$ cat config.mk
export PLATFORM = sky130hd
export DESIGN_NAME = execute_cond_stage
export DESIGN_NICKNAME = d
export VERILOG_FILES = /design/src/rtl/execute_cond_stage_pkg.sv /design/src/rtl/execute_cond_stage_cond_check.sv /design/src/rtl/execute_cond_stage.sv
export SDC_FILE = /design/constraint.sdc
export NUM_CORES = 1
export LEC_CHECK = 0
export CORE_MARGIN = 1.5
export CORE_UTILIZATION = 44
export CTS_CLUSTER_DIAMETER = 120
export DETAILED_ROUTE_END_ITERATION = 16
export GPL_TIMING_DRIVEN = 0
export PLACE_DENSITY = 0.83
export SLEW_MARGIN = 40
export SYNTH_ARGS = -nofsm -noshare
export SYNTH_HDL_FRONTEND = slang
export SYNTH_HIERARCHICAL = 1
export SYNTH_SLANG_ARGS = --single-unit
$ cat constraint.sdc
create_clock -name clk -period 3.5 [get_ports clk]
set_clock_uncertainty 0.15 [all_clocks]
set_input_delay 0.875 -clock clk [delete_from_list [all_inputs] [get_ports clk]]
set_output_delay 0.875 -clock clk [all_outputs]
set_load 0.01 [all_outputs]
$ cat src/rtl/execute_cond_stage_pkg.sv
// Shared encodings for the ID/EX register and the execute-stage condition unit:
// ARM condition codes, NZCV bit positions and the bubble contents.
package execute_cond_stage_pkg;

  localparam logic [3:0] COND_EQ = 4'b0000;
  localparam logic [3:0] COND_NE = 4'b0001;
  localparam logic [3:0] COND_CS = 4'b0010;
  localparam logic [3:0] COND_CC = 4'b0011;
  localparam logic [3:0] COND_MI = 4'b0100;
  localparam logic [3:0] COND_PL = 4'b0101;
  localparam logic [3:0] COND_VS = 4'b0110;
  localparam logic [3:0] COND_VC = 4'b0111;
  localparam logic [3:0] COND_HI = 4'b1000;
  localparam logic [3:0] COND_LS = 4'b1001;
  localparam logic [3:0] COND_GE = 4'b1010;
  localparam logic [3:0] COND_LT = 4'b1011;
  localparam logic [3:0] COND_GT = 4'b1100;
  localparam logic [3:0] COND_LE = 4'b1101;
  localparam logic [3:0] COND_AL = 4'b1110;
  localparam logic [3:0] COND_NV = 4'b1111;

  localparam int FLAG_N = 3;
  localparam int FLAG_Z = 2;
  localparam int FLAG_C = 1;
  localparam int FLAG_V = 0;

  localparam logic [3:0] COND_BUBBLE = COND_AL;

  typedef struct packed {
    logic       pcsrc;
    logic       regwrite;
    logic       memtoreg;
    logic       memwrite;
    logic       branch;
    logic       alusrc;
    logic [1:0] alucontrol;
    logic [1:0] flagwrite;
    logic [3:0] cond;
    logic [3:0] wa3;
  } idex_t;

  // An always-executing no-op: no side effects regardless of flags.
  function automatic idex_t idex_bubble();
    idex_t b;
    b      = '0;
    b.cond = COND_BUBBLE;
    return b;
  endfunction

endpackage

$ cat src/rtl/execute_cond_stage_cond_check.sv
// Combinational ARM condition-code evaluator: CondEx = Cond holds for Flags {N,Z,C,V}.
module cond_check
  import execute_cond_stage_pkg::*;
(
  input  logic [3:0] Cond,
  input  logic [3:0] Flags,
  output logic       CondEx
);

  logic n, z, c, v, ge;

  assign n  = Flags[FLAG_N];
  assign z  = Flags[FLAG_Z];
  assign c  = Flags[FLAG_C];
  assign v  = Flags[FLAG_V];
  assign ge = (n == v);

  always_comb begin
    CondEx = 1'b0;
    unique case (Cond)
      COND_EQ: CondEx = z;
      COND_NE: CondEx = ~z;
      COND_CS: CondEx = c;
      COND_CC: CondEx = ~c;
      COND_MI: CondEx = n;
      COND_PL: CondEx = ~n;
      COND_VS: CondEx = v;
      COND_VC: CondEx = ~v;
      COND_HI: CondEx = c & ~z;
      COND_LS: CondEx = ~c | z;
      COND_GE: CondEx = ge;
      COND_LT: CondEx = ~ge;
      COND_GT: CondEx = ~z & ge;
      COND_LE: CondEx = z | ~ge;
      COND_AL: CondEx = 1'b1;
      // The unconditional-extension space is treated as never-execute.
      COND_NV: CondEx = 1'b0;
      default: CondEx = 1'b0;
    endcase
  end

endmodule

$ cat src/rtl/execute_cond_stage.sv
// ID/EX pipeline register, NZCV flag register and condition gating of side effects.
// Optional stall hold enabled by defining ID_EX_STALL_EN.
module execute_cond_stage
  import execute_cond_stage_pkg::*;
(
  input  logic       clk,
  input  logic       rst_n,
  input  logic       PCSrcD,
  input  logic       RegWriteD,
  input  logic       MemtoRegD,
  input  logic       MemWriteD,
  input  logic       BranchD,
  input  logic       ALUSrcD,
  input  logic [1:0] ALUControlD,
  input  logic [1:0] FlagWriteD,
  input  logic [3:0] CondD,
  input  logic [3:0] WA3D,
  input  logic [3:0] ALUFlags,
  input  logic       FlushE,
`ifdef ID_EX_STALL_EN
  input  logic       StallE,
`endif
  output logic       PCSrcE,
  output logic       RegWriteE,
  output logic       MemWriteE,
  output logic       BranchTakenE,
  output logic       MemtoRegE,
  output logic       ALUSrcE,
  output logic [1:0] ALUControlE,
  output logic [3:0] WA3E,
  output logic       CondExE,
  output logic [3:0] FlagsE
);

  idex_t      idex_in, idex_d, idex_q;
  logic [3:0] flags_d, flags_q;
  logic       cond_ex;

  always_comb begin
    idex_in            = '0;
    idex_in.pcsrc      = PCSrcD;
    idex_in.regwrite   = RegWriteD;
    idex_in.memtoreg   = MemtoRegD;
    idex_in.memwrite   = MemWriteD;
    idex_in.branch     = BranchD;
    idex_in.alusrc     = ALUSrcD;
    idex_in.alucontrol = ALUControlD;
    idex_in.flagwrite  = FlagWriteD;
    idex_in.cond       = CondD;
    idex_in.wa3        = WA3D;
  end

  // Flush outranks stall so a squashed instruction can never be held in Execute.
  always_comb begin
    idex_d = idex_q;
`ifdef ID_EX_STALL_EN
    if (FlushE)       idex_d = idex_bubble();
    else if (!StallE) idex_d = idex_in;
`else
    if (FlushE) idex_d = idex_bubble();
    else        idex_d = idex_in;
`endif
  end

  cond_check u_cond_check (
    .Cond   (idex_q.cond),
    .Flags  (flags_q),
    .CondEx (cond_ex)
  );

  // Flag update is owned by the instruction in Execute, independent of flush/stall.
  always_comb begin
    flags_d = flags_q;
    if (idex_q.flagwrite[1] && cond_ex) begin
      flags_d[FLAG_N] = ALUFlags[FLAG_N];
      flags_d[FLAG_Z] = ALUFlags[FLAG_Z];
    end
    if (idex_q.flagwrite[0] && cond_ex) begin
      flags_d[FLAG_C] = ALUFlags[FLAG_C];
      flags_d[FLAG_V] = ALUFlags[FLAG_V];
    end
  end

  always_ff @(posedge clk or negedge rst_n) begin
    if (!rst_n) begin
      idex_q  <= idex_bubble();
      flags_q <= '0;
    end else begin
      idex_q  <= idex_d;
      flags_q <= flags_d;
    end
  end

  assign CondExE      = cond_ex;
  assign PCSrcE       = idex_q.pcsrc    & cond_ex;
  assign RegWriteE    = idex_q.regwrite & cond_ex;
  assign MemWriteE    = idex_q.memwrite & cond_ex;
  assign BranchTakenE = idex_q.branch   & cond_ex;
  assign MemtoRegE    = idex_q.memtoreg;
  assign ALUSrcE      = idex_q.alusrc;
  assign ALUControlE  = idex_q.alucontrol;
  assign WA3E         = idex_q.wa3;
  assign FlagsE       = flags_q;

endmodule
Word level (Yosys, flattened, before mapping). Cells that the tools add are included.

Reduce and logical (&&, ||, !) cells: 3. Multiplexer cells: 2. Bitwise logic cells: 13. Equal/unequal tests: 16.

Operators with widths (count): $eq A4 B4 Y1 const B (8); $mux W18 (1); $eq A4 B3 Y1 const B (4); $pmux W1 S16 (1); $eq A4 B2 Y1 const B (2); $and A1 B1 Y1 (6); $not A1 Y1 (5); $eq A4 B1 Y1 const B (1); $logic_not A4 Y1 (1); $logic_and A1 B1 Y1 (2); $or A1 B1 Y1 (2); $eq A1 B1 Y1 (1).

Bits in registers: 22. Output and inout port bits: 17. Word-level logic and storage cells: 46. Input port bits: 25.

Logic depth before layout (Yosys ltp). Gate-level depths: netlist (run 1).

Depth after elaboration: 5. Mapped depth: 8. Depth with buffers taken out: 7.

Cells and area by module. Netlist (run 1), hierarchy kept.

By module, submodules not included: execute_cond_stage (cells each 57, area an instance 803.3 sq um, instances 1); cond_check (cells each 23, area an instance 155.1 sq um, instances 1).

Least setup slack after synthesis (run 1). OpenSTA, ideal clock, no wires.

Path type: register to output. Start point: reg flags_q[3], in the netlist FlagsE[3]. End point: out BranchTakenE. Path buffers: 0. Arrival time: 1.843 ns. Path slack: 0.632 ns. Cell stages (with the launch flop): 7. Data required time: 2.475 ns. Path through: dfrtp_1 xor2_1 xor2_1 a2111oi_1 a311oi_1 o22ai_1 and2_2.

Cells in the longest elaborated chain, start to end: 5. Elaborated cells between the ends (all ways): 7. Those cells by class: eq/ne: 1; mux: 1; bitwise: 5.

RTL lines: start, declared (RTL line execute_cond_stage.sv:36) `logic [3:0] flags_d, flags_q;`; start signal, assigned (RTL line execute_cond_stage.sv:90) `flags_q <= flags_d;`; $eq A1 B1 Y1 (RTL line execute_cond_stage_cond_check.sv:16) `assign ge = (n == v);`; $not A1 Y1 (RTL line execute_cond_stage_cond_check.sv:32, execute_cond_stage_cond_check.sv:34); $or A1 B1 Y1 (RTL line execute_cond_stage_cond_check.sv:34) `COND_LE: CondEx = z | ~ge;`; $pmux W1 S16 (*) (RTL line execute_cond_stage_cond_check.sv:20) `unique case (Cond)`; via CondExE (RTL line execute_cond_stage.sv:31) `output logic CondExE,`; $and A1 B1 Y1 (*) (RTL line execute_cond_stage.sv:98) `assign BranchTakenE = idex_q.branch & cond_ex;`; end, declared (RTL line execute_cond_stage.sv:26) `output logic BranchTakenE,`.

Mark *: on every way through the listed nets, which the timed path passes. The rest lies on a longest branch.

Worst setup path in the final report (run 1).
Start point: reg flags_q[3], in the netlist FlagsE[3]. End point: out CondExE.

Cells in the longest elaborated chain, start to end: 4. Elaborated cells between the ends (all ways): 6. Those cells by class: eq/ne: 1; mux: 1; bitwise: 4.

RTL lines (RTL line): $eq A1 B1 Y1 (execute_cond_stage_cond_check.sv:16); $not A1 Y1 (execute_cond_stage_cond_check.sv:32, execute_cond_stage_cond_check.sv:34); $or A1 B1 Y1 (execute_cond_stage_cond_check.sv:34); $pmux W1 S16 (*) (execute_cond_stage_cond_check.sv:20); end, declared (execute_cond_stage.sv:31).

Every way passes the cells marked *; elsewhere a longest branch is shown, timed or not.

==> summary.md, run 1 <==
| Metric | Value |
|---|---|
| Post-Synth Simple-Gate Area | `0.193` |
| Routed Antenna Nets | `0` |
| Yosys top cell area share | `0.496` |
| Area of the die | `2470 sq um` |
| Dpl cells | `148` |
| Post-route minimum period | `3.40 ns` |
| Worst Path Arrival | `2.38 ns` |
| Fin util | `0.743` |
| Synth cell types | `25` |
| FF-to-FF End | `FlagsE[0]$_DFFE_PN0P_` |
| Synth Instances | `80` |
| Post-synth top area cell | `dfrtp_1` |
| Via-to-Cell Ratio | `4.59` |
| R2R Setup Slk | `1.22 ns` |
| Top achievable clock speed | `294 MHz` |
| Mux share of post-synthesis cell area | `0.0574` |
| DRT iter0 DRCs | `7` |
| Post-Synth Adder-Cell Area | `0` |
| Final hold vios | `0` |
| Fin Hold WS | `0.347 ns` |
| Vias in the first global route | `694` |
| WS Path Type | `register to output pin` |
| Fin. max-slew vios | `0` |
| Total Routing Usage GR | `0.173` |
| First-pass GRT wire length | `3100 um` |
| Post-synthesis compound-gate area fraction | `0.0640` |
| I/O Pins | `42` |
| Critical Path Sink Type | `output pin` |
| CTS max path bufs | `2` |
| Share of post-route cells with drive strength above 1 | `0.219` |
| Area contributors post-synth | `dfrtp_1 (50%), nor2b_1 (9.8%), dfstp_2 (8.2%), buf_4 (6.3%), mux2_1 (4.7%)` |
| Post-synth net total | `105` |
| Leak pwr | `0.000657 uW` |
| Seq/Total Area, Yosys | `0.578` |
| Worst Setup Start Kind | `register` |
| CTS buffer count | `3` |
| DIE WIDTH | `49.7 um` |
| Post-CTS Hold Buffers | `0` |
| #FFs+latches synth | `22` |
| Clk sinks | `22` |
| Slowest stage delay, CP | `0.52 ns` |
| Power per cell area | `458 nW/um^2` |
| Pin count of the biggest net entering global routing | `23` |
| Clk Latency, worst-skew pair | `0.30 ns` |
| Synth warn | `6` |
| Slew Limit Headroom | `0.695` |
| CTS clk-pin slew, worst paths | `0.12 ns` |
| Worst vdd ir | `0.265 mV` |
| Power Total | `681 uW` |
| R2r startpoint | `FlagsE[3]$_DFFE_PN0P_` |
| Syn_area_per_cell | `12.0 sq um` |
| Commonest cells after routing, fill and taps aside | `clkdlybuf4s50_1 (36), dfrtp_1 (19), nor2b_1 (15)` |
| Commonest non-fill, non-tap cell in the layout | `clkdlybuf4s50_1` |
| Layout Nets | `154` |
| Final GP Congestion | `0.708` |
| Initial Util | `0.479` |
| Main combinational cell family by area after synthesis | `simple AND/OR/NAND/NOR gates` |
| CTS tree | `yes` |
| Hold crit path type | `input pin to async pin` |
| Vias | `712` |
| Tcrit/Tclk final | `0.972` |
| R2R depth | `8` |
| Root Driver | `clkbuf_4` |
| Crit path max fanout | `3` |
| Final WL | `1920 um` |
| Post-DR wirelength/cell | `12.4 um` |
| Finish-stage setup viols | `0` |
| XOR/XNOR share of the synthesized area | `0.0366` |
| CP max stage cell | `clkdlybuf4s50_1` |
| Worst Path Required | `2.47 ns` |
| Synthesized cell area | `958 sq um` |
| Outcome | `completed` |
| Pre-antenna DRT Iters | `4` |
| Final non-filler cell total | `155` |
| Overflow after GRT | `0` |
| CTS H-tree lvls | `1` |
| Die H | `49.7 um` |
| Remaining DRCs | `0` |
| Initial antenna violation count | `0` |
| Worst Max-Slew Pin Slew | `0.457 ns` |
| Port bufs | `41` |
| Core ar. | `2000 sq um` |
| Site row count | `16` |
| Max Cap Violations | `0` |
| Layout area overhead | `55.2%` |
| DP HPWL | `1370 um` |
| # diodes | `0` |
| Worst path cell trace | `xor2_2, xor2_1, a2111oi_4, a311oi_2, o22ai_2, buf_4, clkdlybuf4s50_1` |
[through the flow]
step	instance area, sq um	setup TNS (ns)	setup slack (ns)
after floorplan	958	0	0.632
after global placement	1400	0	0.0551
after detailed placement	1400	-0.210	-0.0547
after CTS	1450	0	0.00702
after global routing	1490	-0.0482	-0.0216
final	1490	0	0.0987
[critical path, delay by kind of cell (launching register included)]
family	cells	cell delay, ns
XOR/XNOR	2	0.38
flip-flops	1	0.43
AO/OA/AOI/OAI	3	0.58
buffers and inverters	2	0.67
[flip-flops by register name (all words and copies together), names as in the netlist]
name / count
idex_q: 10
FlagsE: 4
WA3E: 4
ALUControlE: 2
ALUSrcE: 1
MemtoRegE: 1
[worst max path at each step]
stage | from | end | slack, ns | cells after the start
5_1_grt | FlagsE[3]$_DFFE_PN0P_ | CondExE | -0.02 | 7
3_5_place_dp | idex_q[5]$_DFF_PN1_ | BranchTakenE | -0.05 | 7
3_3_place_gp | idex_q[5]$_DFF_PN1_ | BranchTakenE | 0.06 | 7
6_report | FlagsE[3]$_DFFE_PN0P_ | CondExE | 0.1 | 7
4_1_cts | idex_q[4]$_DFF_PN0_ | CondExE | 0.007 | 8
2_1_floorplan | FlagsE[3]$_DFFE_PN0P_ | BranchTakenE | 0.63 | 6
[timing repair]
action,CTS,global route
pin swaps,2,2
endpoints found under the hold margin,0,0
buffers inserted,2,2
gates resized for setup,7,3
setup endpoints to repair,5,5
[cell usage after synthesis]
cell type	count
dfrtp_1	19
nor2b_1	15
buf_4	8
and2_2	4
mux2_1	4
a21oi_1	3
dfstp_2	3
or2_1	3
xor2_1	3
nand2_1	2
nor2_1	2
a2111oi_1	1
a211oi_1	1
a311oi_1	1
and2b_1	1
clkbuf_1	1
inv_1	1
mux2i_1	1
nand2b_1	1
nor3_1	1
nor4b_1	1
o21ai_0	1
o22a_1	1
o22ai_1	1
xnor2_1	1
[cells by family after synthesis]
logic type,after synthesis
simple gates,30
mux,5
xor+xnor,4
buf+inv,10
compound gates,9
flops,22
[per-layer routing]
layer  vias to the layer above  part of all wire  routed length (um)  GRT usage
met5                         -                 0                   0          0
met1                       339              0.38                 735      0.188
met2                        18              0.56                1070      0.313
met3                         4             0.034                  66     0.0303
met4                         0             0.020                  38     0.0972
li1                        351                 -                   -          -
[power breakdown]
part / leakage [uW] / switching [uW] / internal (uW)
logic: 0.000371 / 99.8 / 148
clock network: 0.0000150 / 72.1 / 44.4
registers: 0.000272 / 32.0 / 285
[area by class of cell]
class,instances,area (sq um)
Sequential cell,22,554
Inverter,1,3.75
Tap cell,27,33.8
Clock buffer,4,26.3
Multi-Input combinational cell,48,379
Fill cell,135,514
Timing Repair Buffer,45,430
Buffer,8,60.1
Note: power is estimated with default switching activity, not from simulation.
==> run 2, diff against run 1 <==
- SLEW_MARGIN: 40 -> not set
==> run 2 against run 1 <==
Compared with the run above: sequential cell count is the same; count of clock-buffer cells in the layout did not move; via count shrank 1.4%; largest cell class unchanged; critical path depth unchanged; utilization rose by 0.75 points; wire length is 1.1% higher; cell count is the same; non-clock buffer count unchanged; total power grew 3.1%; maximum frequency grew 0.13%; combinational power is essentially flat.
==> summary.md, run 2 (synthesized netlist as in run 1, its figures left out) <==
| Metric | Value |
|---|---|
| Critical Path Sink Type | `output pin` |
| Routed Antenna Nets | `0` |
| Hold Crit Depth | `1` |
| Crit path max fanout | `3` |
| Outcome | `completed` |
| Hold_sp | `FlagsE[0]$_DFFE_PN0P_` |
| CP delay by family, top | `buffers and inverters` |
| Vias in the first global route | `715` |
| Final WL | `1940 um` |
| CP max stage cell | `clkdlybuf4s50_1` |
| Overflow after GRT | `0` |
| Vias | `702` |
| Worst Setup Start Kind | `register` |
| Die H | `49.7 um` |
| M3 GR Usage | `0.0333` |
| WP buf/inv | `2` |
| Total Routing Usage GR | `0.170` |
| Initial antenna violation count | `0` |
| Finish-stage setup viols | `0` |
| CTS tree | `yes` |
| Share of post-route cells with drive strength above 1 | `0.219` |
| Core ar. | `2000 sq um` |
| Worst Path Arrival | `2.37 ns` |
| Root Driver | `clkbuf_4` |
| Layout area overhead | `56.8%` |
| Fin. max-slew vios | `0` |
| R2R depth | `8` |
| Layout Nets | `154` |
| R2r startpoint | `FlagsE[3]$_DFFE_PN0P_` |
| Worst Max-Slew Pin Slew | `0.951 ns` |
| Pin count of the biggest net entering global routing | `23` |
| Top achievable clock speed | `294 MHz` |
| Worst Path Required | `2.47 ns` |
| DP HPWL | `1380 um` |
| FF-to-FF End | `FlagsE[3]$_DFFE_PN0P_` |
| Area of the die | `2470 sq um` |
| Commonest cells after routing, fill and taps aside | `clkdlybuf4s50_1 (37), dfrtp_1 (19), nor2b_1 (15)` |
| CTS buffer count | `3` |
| Clk Latency, worst-skew pair | `0.30 ns` |
| CTS max path bufs | `2` |
| Fin Hold WS | `0.471 ns` |
| I/O Pins | `42` |
| CTS clk-pin slew, worst paths | `0.11 ns` |
| # diodes | `0` |
| Site row count | `16` |
| Post-DR wirelength/cell | `12.5 um` |
| Via-to-Cell Ratio | `4.53` |
| Leak pwr | `0.000663 uW` |
| DRT iter0 DRCs | `7` |
| CTS H-tree lvls | `1` |
| Worst vdd ir | `0.281 mV` |
| Power per cell area | `467 nW/um^2` |
| Fin util | `0.751` |
| Slowest stage delay, CP | `0.53 ns` |
| Hold Path Sink | `FlagsE[0]$_DFFE_PN0P_` |
| Commonest non-fill, non-tap cell in the layout | `clkdlybuf4s50_1` |
| Port bufs | `41` |
| Hold crit path type | `register to register` |
| Final hold vios | `0` |
| Post-CTS Hold Buffers | `0` |
| Final GP Congestion | `0.708` |
| DIE WIDTH | `49.7 um` |
| Global route hottest layer | `met2` |
| Max Cap Violations | `0` |
| First-pass GRT wire length | `3130 um` |
| Met1 GRT Util | `0.196` |
| Initial Util | `0.479` |
| Pre-antenna DRT Iters | `4` |
| R2R Setup Slk | `1.22 ns` |
| WS Path Type | `register to output pin` |
| Met2 usage | `0.311` |
| Worst path cell trace | `xor2_2, xor2_1, a2111oi_4, a311oi_2, o22ai_2, buf_4, clkdlybuf4s50_1` |
| Post-route minimum period | `3.40 ns` |
| Fill cells | `142` |
| RSZ-0062 raised after global routing | `false` |
| Clk sinks | `22` |
| Slew Limit Headroom | `0.364` |
| Number of flip-flops in the largest register | `10` |
| Remaining DRCs | `0` |
| Register bank with the most flops | `idex_q` |
| Tcrit/Tclk final | `0.971` |
-- run 2: cell count changes in the layout (fill, tap and decap cells not counted) --
cell and change:
clkdlybuf4s50_1 +1, clkbuf_1 -1, clkbuf_8 +1, buf_2 -1
-- run 2: stage by stage --
| step | cell area, sq um | setup slack (ns) | setup TNS, ns | power (uW) | std cells |
|---|---|---|---|---|---|
| after floorplan | 958 | 0.632 | 0 | 418 | 80 |
| after global placement | 1400 | 0.0551 | 0 | 522 | 148 |
| after detailed placement | 1400 | -0.0466 | -0.167 | 531 | 148 |
| after CTS | 1460 | 0.0203 | 0 | 687 | 153 |
| after global routing | 1500 | 0.0000941 | 0 | 745 | 155 |
| final | 1500 | 0.103 | 0 | 702 | 155 |
-- run 2: what timing repair did --
action                                  in CTS  in global routing
cloned                                       0                  0
gates resized for setup                      7                  3
pin swaps                                    2                  2
buffers inserted                             2                  2
hold endpoints to repair                     0                  0
endpoints found under the setup margin       5                  5
-- run 2: layer usage --
| layer | up-vias | wire [um] |
|---|---|---|
| li1 | 350 | - |
| met5 | - | 0 |
| met4 | 0 | 16 |
| met3 | 3 | 73 |
| met1 | 330 | 816 |
| met2 | 19 | 1030 |
-- run 2: worst max-delay path by stage --
| stage | startpoint | to | slack (ns) | cells past startpoint |
|---|---|---|---|---|
| final | FlagsE[3]$_DFFE_PN0P_ | CondExE | 0.10 | 7 |
| after floorplan | FlagsE[3]$_DFFE_PN0P_ | BranchTakenE | 0.63 | 6 |
| after global routing | FlagsE[0]$_DFFE_PN0P_ | CondExE | 0.00009 | 7 |
| after detailed placement | idex_q[5]$_DFF_PN1_ | BranchTakenE | -0.05 | 7 |
| after CTS | idex_q[4]$_DFF_PN0_ | CondExE | 0.02 | 8 |
| after global placement | idex_q[5]$_DFF_PN1_ | BranchTakenE | 0.06 | 7 |
-- run 2: area by class of cell --
class	count	area, sq um	share of cell area
buffer	8	60.1	0.0400
clock buffer	4	36.3	0.0241
inverter	1	3.75	0.00250
sequential	22	554	0.369
multi-input combinational	48	379	0.252
tap	27	33.8	0.0225
timing repair buffer	45	435	0.290
-- run 2: power by group --
part / switching, uW / total (uW) / internal [uW]
combinational: 100 / 248 / 148
clock: 72.8 / 136 / 63.5
sequential: 32.8 / 318 / 285
==> run 3, diff against run 2 <==
- CTS_CLUSTER_DIAMETER: 120 -> not set
- PLACE_DENSITY: 0.83 -> not set
- PLACE_DENSITY_LB_ADDON: not set -> 0.1
- SETUP_SLACK_MARGIN: not set -> 0.1
==> run 3 against run 2 <==
Compared with the run above: die area stayed put; hold slack got worse by 0.021 ns; sequential share of layout area increased by 0.20 points; clock power about the same; register-to-register slack improved by 0.09 ns; via count is 4.3% higher; utilization fell by 0.062 points.
==> summary.md, run 3 (synthesized netlist as in run 1, its figures left out) <==
| Metric | Value |
|---|---|
| Routed Antenna Nets | `0` |
| Vias in the first global route | `724` |
| Final WL | `1870 um` |
| CTS buffer count | `3` |
| Number of flip-flops in the largest register | `10` |
| WP buf/inv | `2` |
| First-pass GRT wire length | `3190 um` |
| Die H | `49.7 um` |
| Area of the die | `2470 sq um` |
| Worst Path Arrival | `2.23 ns` |
| Commonest cells after routing, fill and taps aside | `clkdlybuf4s50_1 (36), dfrtp_1 (17), nor2b_1 (15)` |
| Total Routing Usage GR | `0.177` |
| Final GP Congestion | `0.768` |
| Worst Path Required | `2.47 ns` |
| Port bufs | `41` |
| DP Area | `1400 sq um` |
| Site row count | `16` |
| CTS tree | `yes` |
| Crit path max fanout | `8` |
| Hold Crit Depth | `1` |
| CP max stage cell | `dfstp_2` |
| WS Path Type | `register to output pin` |
| Worst Setup Start Kind | `register` |
| Commonest non-fill, non-tap cell in the layout | `clkdlybuf4s50_1` |
| Pre-antenna DRT Iters | `4` |
| Final hold vios | `0` |
| DRT iter0 DRCs | `7` |
| CP startpoint | `idex_q[5]$_DFF_PN1_` |
| Fin util | `0.750` |
| Fill cells | `151` |
| DIE WIDTH | `49.7 um` |
| Core ar. | `2000 sq um` |
| CTS clk-pin slew, worst paths | `0.11 ns` |
| Share of post-route cells with drive strength above 1 | `0.223` |
| Hold crit path type | `register to register` |
| Worst Max-Slew Pin Slew | `0.945 ns` |
| Clk sinks | `22` |
| R2R Setup Slk | `1.31 ns` |
| Worst path cell trace | `mux2i_1, xnor2_1, a311oi_1, o22ai_2, buf_6, and2_2, dlygate4sd2_1` |
| CP delay by family, top | `flip-flops` |
| FF-to-FF End | `FlagsE[0]$_DFFE_PN0P_` |
| Root Driver | `clkbuf_4` |
| Initial antenna violation count | `0` |
| Outcome | `completed` |
| Cell area after layout | `1500 sq um` |
| Initial Util | `0.479` |
| Vias | `732` |
| Tcrit/Tclk final | `0.931` |
| Setup_tns | `0 ns` |
| DP HPWL | `1350 um` |
| Clk Latency, worst-skew pair | `0.30 ns` |
| Register bank with the most flops | `idex_q` |
| Max Cap Violations | `0` |
| Slew Limit Headroom | `0.368` |
| Area of the multi-input gates | `350 sq um` |
| Post-route minimum period | `3.26 ns` |
| Overflow after GRT | `0` |
| Post-DR wirelength/cell | `11.9 um` |
| RSZ-0062 raised after global routing | `true` |
| Remaining DRCs | `0` |
| Finish-stage setup viols | `0` |
| I/O Pins | `42` |
| R2R depth | `7` |
| # diodes | `0` |
| Leak pwr | `0.000661 uW` |
| Hold_sp | `FlagsE[1]$_DFFE_PN0P_` |
| Hold Path Sink | `FlagsE[1]$_DFFE_PN0P_` |
| Via-to-Cell Ratio | `4.66` |
| Pin count of the biggest net entering global routing | `23` |
| Slowest stage delay, CP | `0.62 ns` |
| Top achievable clock speed | `307 MHz` |
| Layout Nets | `156` |
| R2r startpoint | `idex_q[5]$_DFF_PN1_` |
| Power per cell area | `477 nW/um^2` |
| Fin. max-slew vios | `0` |
| CTS max path bufs | `2` |
| Layout area overhead | `56.7%` |
| Worst vdd ir | `0.311 mV` |
| Critical Path Sink Type | `output pin` |
| Register area | `557 sq um` |
| CTS H-tree lvls | `1` |
## run 3: cell types whose count changed in the layout (fill, tap and decap cells not counted), moves of 2 or more
| cell | before | now |
|---|---|---|
| clkdlybuf4s15_1 | 0 | 3 |
| dlygate4sd2_1 | 4 | 2 |
| buf_6 | 0 | 2 |
| dfrtp_1 | 19 | 17 |
| dfrtp_2 | 0 | 2 |
## run 3: worst max-delay path by stage
stage | slack, ns | depth (start not counted) | end
CTS | 0.18 | 7 | PCSrcE
global route | 0.08 | 8 | RegWriteE
global placement | -0.04 | 7 | BranchTakenE
detailed placement | -0.08 | 7 | MemWriteE
finish | 0.24 | 7 | RegWriteE
floorplan | 0.63 | 6 | BranchTakenE
## run 3: where the power goes
part / switching (uW) / internal (uW)
Combinational: 98.3 / 164
Sequential: 30.8 / 287
Clock: 72.4 / 63.5
Total: 202 / 514
## run 3: what timing repair did
| action | in CTS | in global routing |
|---|---|---|
| resized for setup | 8 | 6 |
| buffers inserted | 4 | 2 |
| pin swaps | 3 | 5 |
| hold buffers | 0 | 0 |
| setup endpoints to repair | 5 | 5 |
## run 3: layout make-up
class / count / area share
sequential: 22 / 0.371
timing repair buffer: 47 / 0.304
multi-input combinational: 48 / 0.233
buffer: 8 / 0.0425
clock buffer: 4 / 0.0242
tap: 27 / 0.0225
inverter: 1 / 0.00250
## run 3: per-layer routing
metal	vias to the layer above	wire, um	global-route usage
met5	-	0	0
met4	0	46	0.0972
met3	5	148	0.0394
met2	33	890	0.309
met1	338	782	0.197
li1	356	-	-
## run 3: per-stage QoR
| stage | setup WS [ns] | instances | power (uW) | hold slack, ns |
|---|---|---|---|---|
| finish | 0.243 | 157 | 715 | 0.450 |
| global route | 0.0830 | 157 | 759 | 0.506 |
| CTS | 0.185 | 155 | 698 | 0.460 |
| detailed placement | -0.0777 | 148 | 534 | 0.431 |
| global placement | -0.0394 | 148 | 524 | 0.420 |
| floorplan | 0.632 | 80 | 418 | 0.429 |
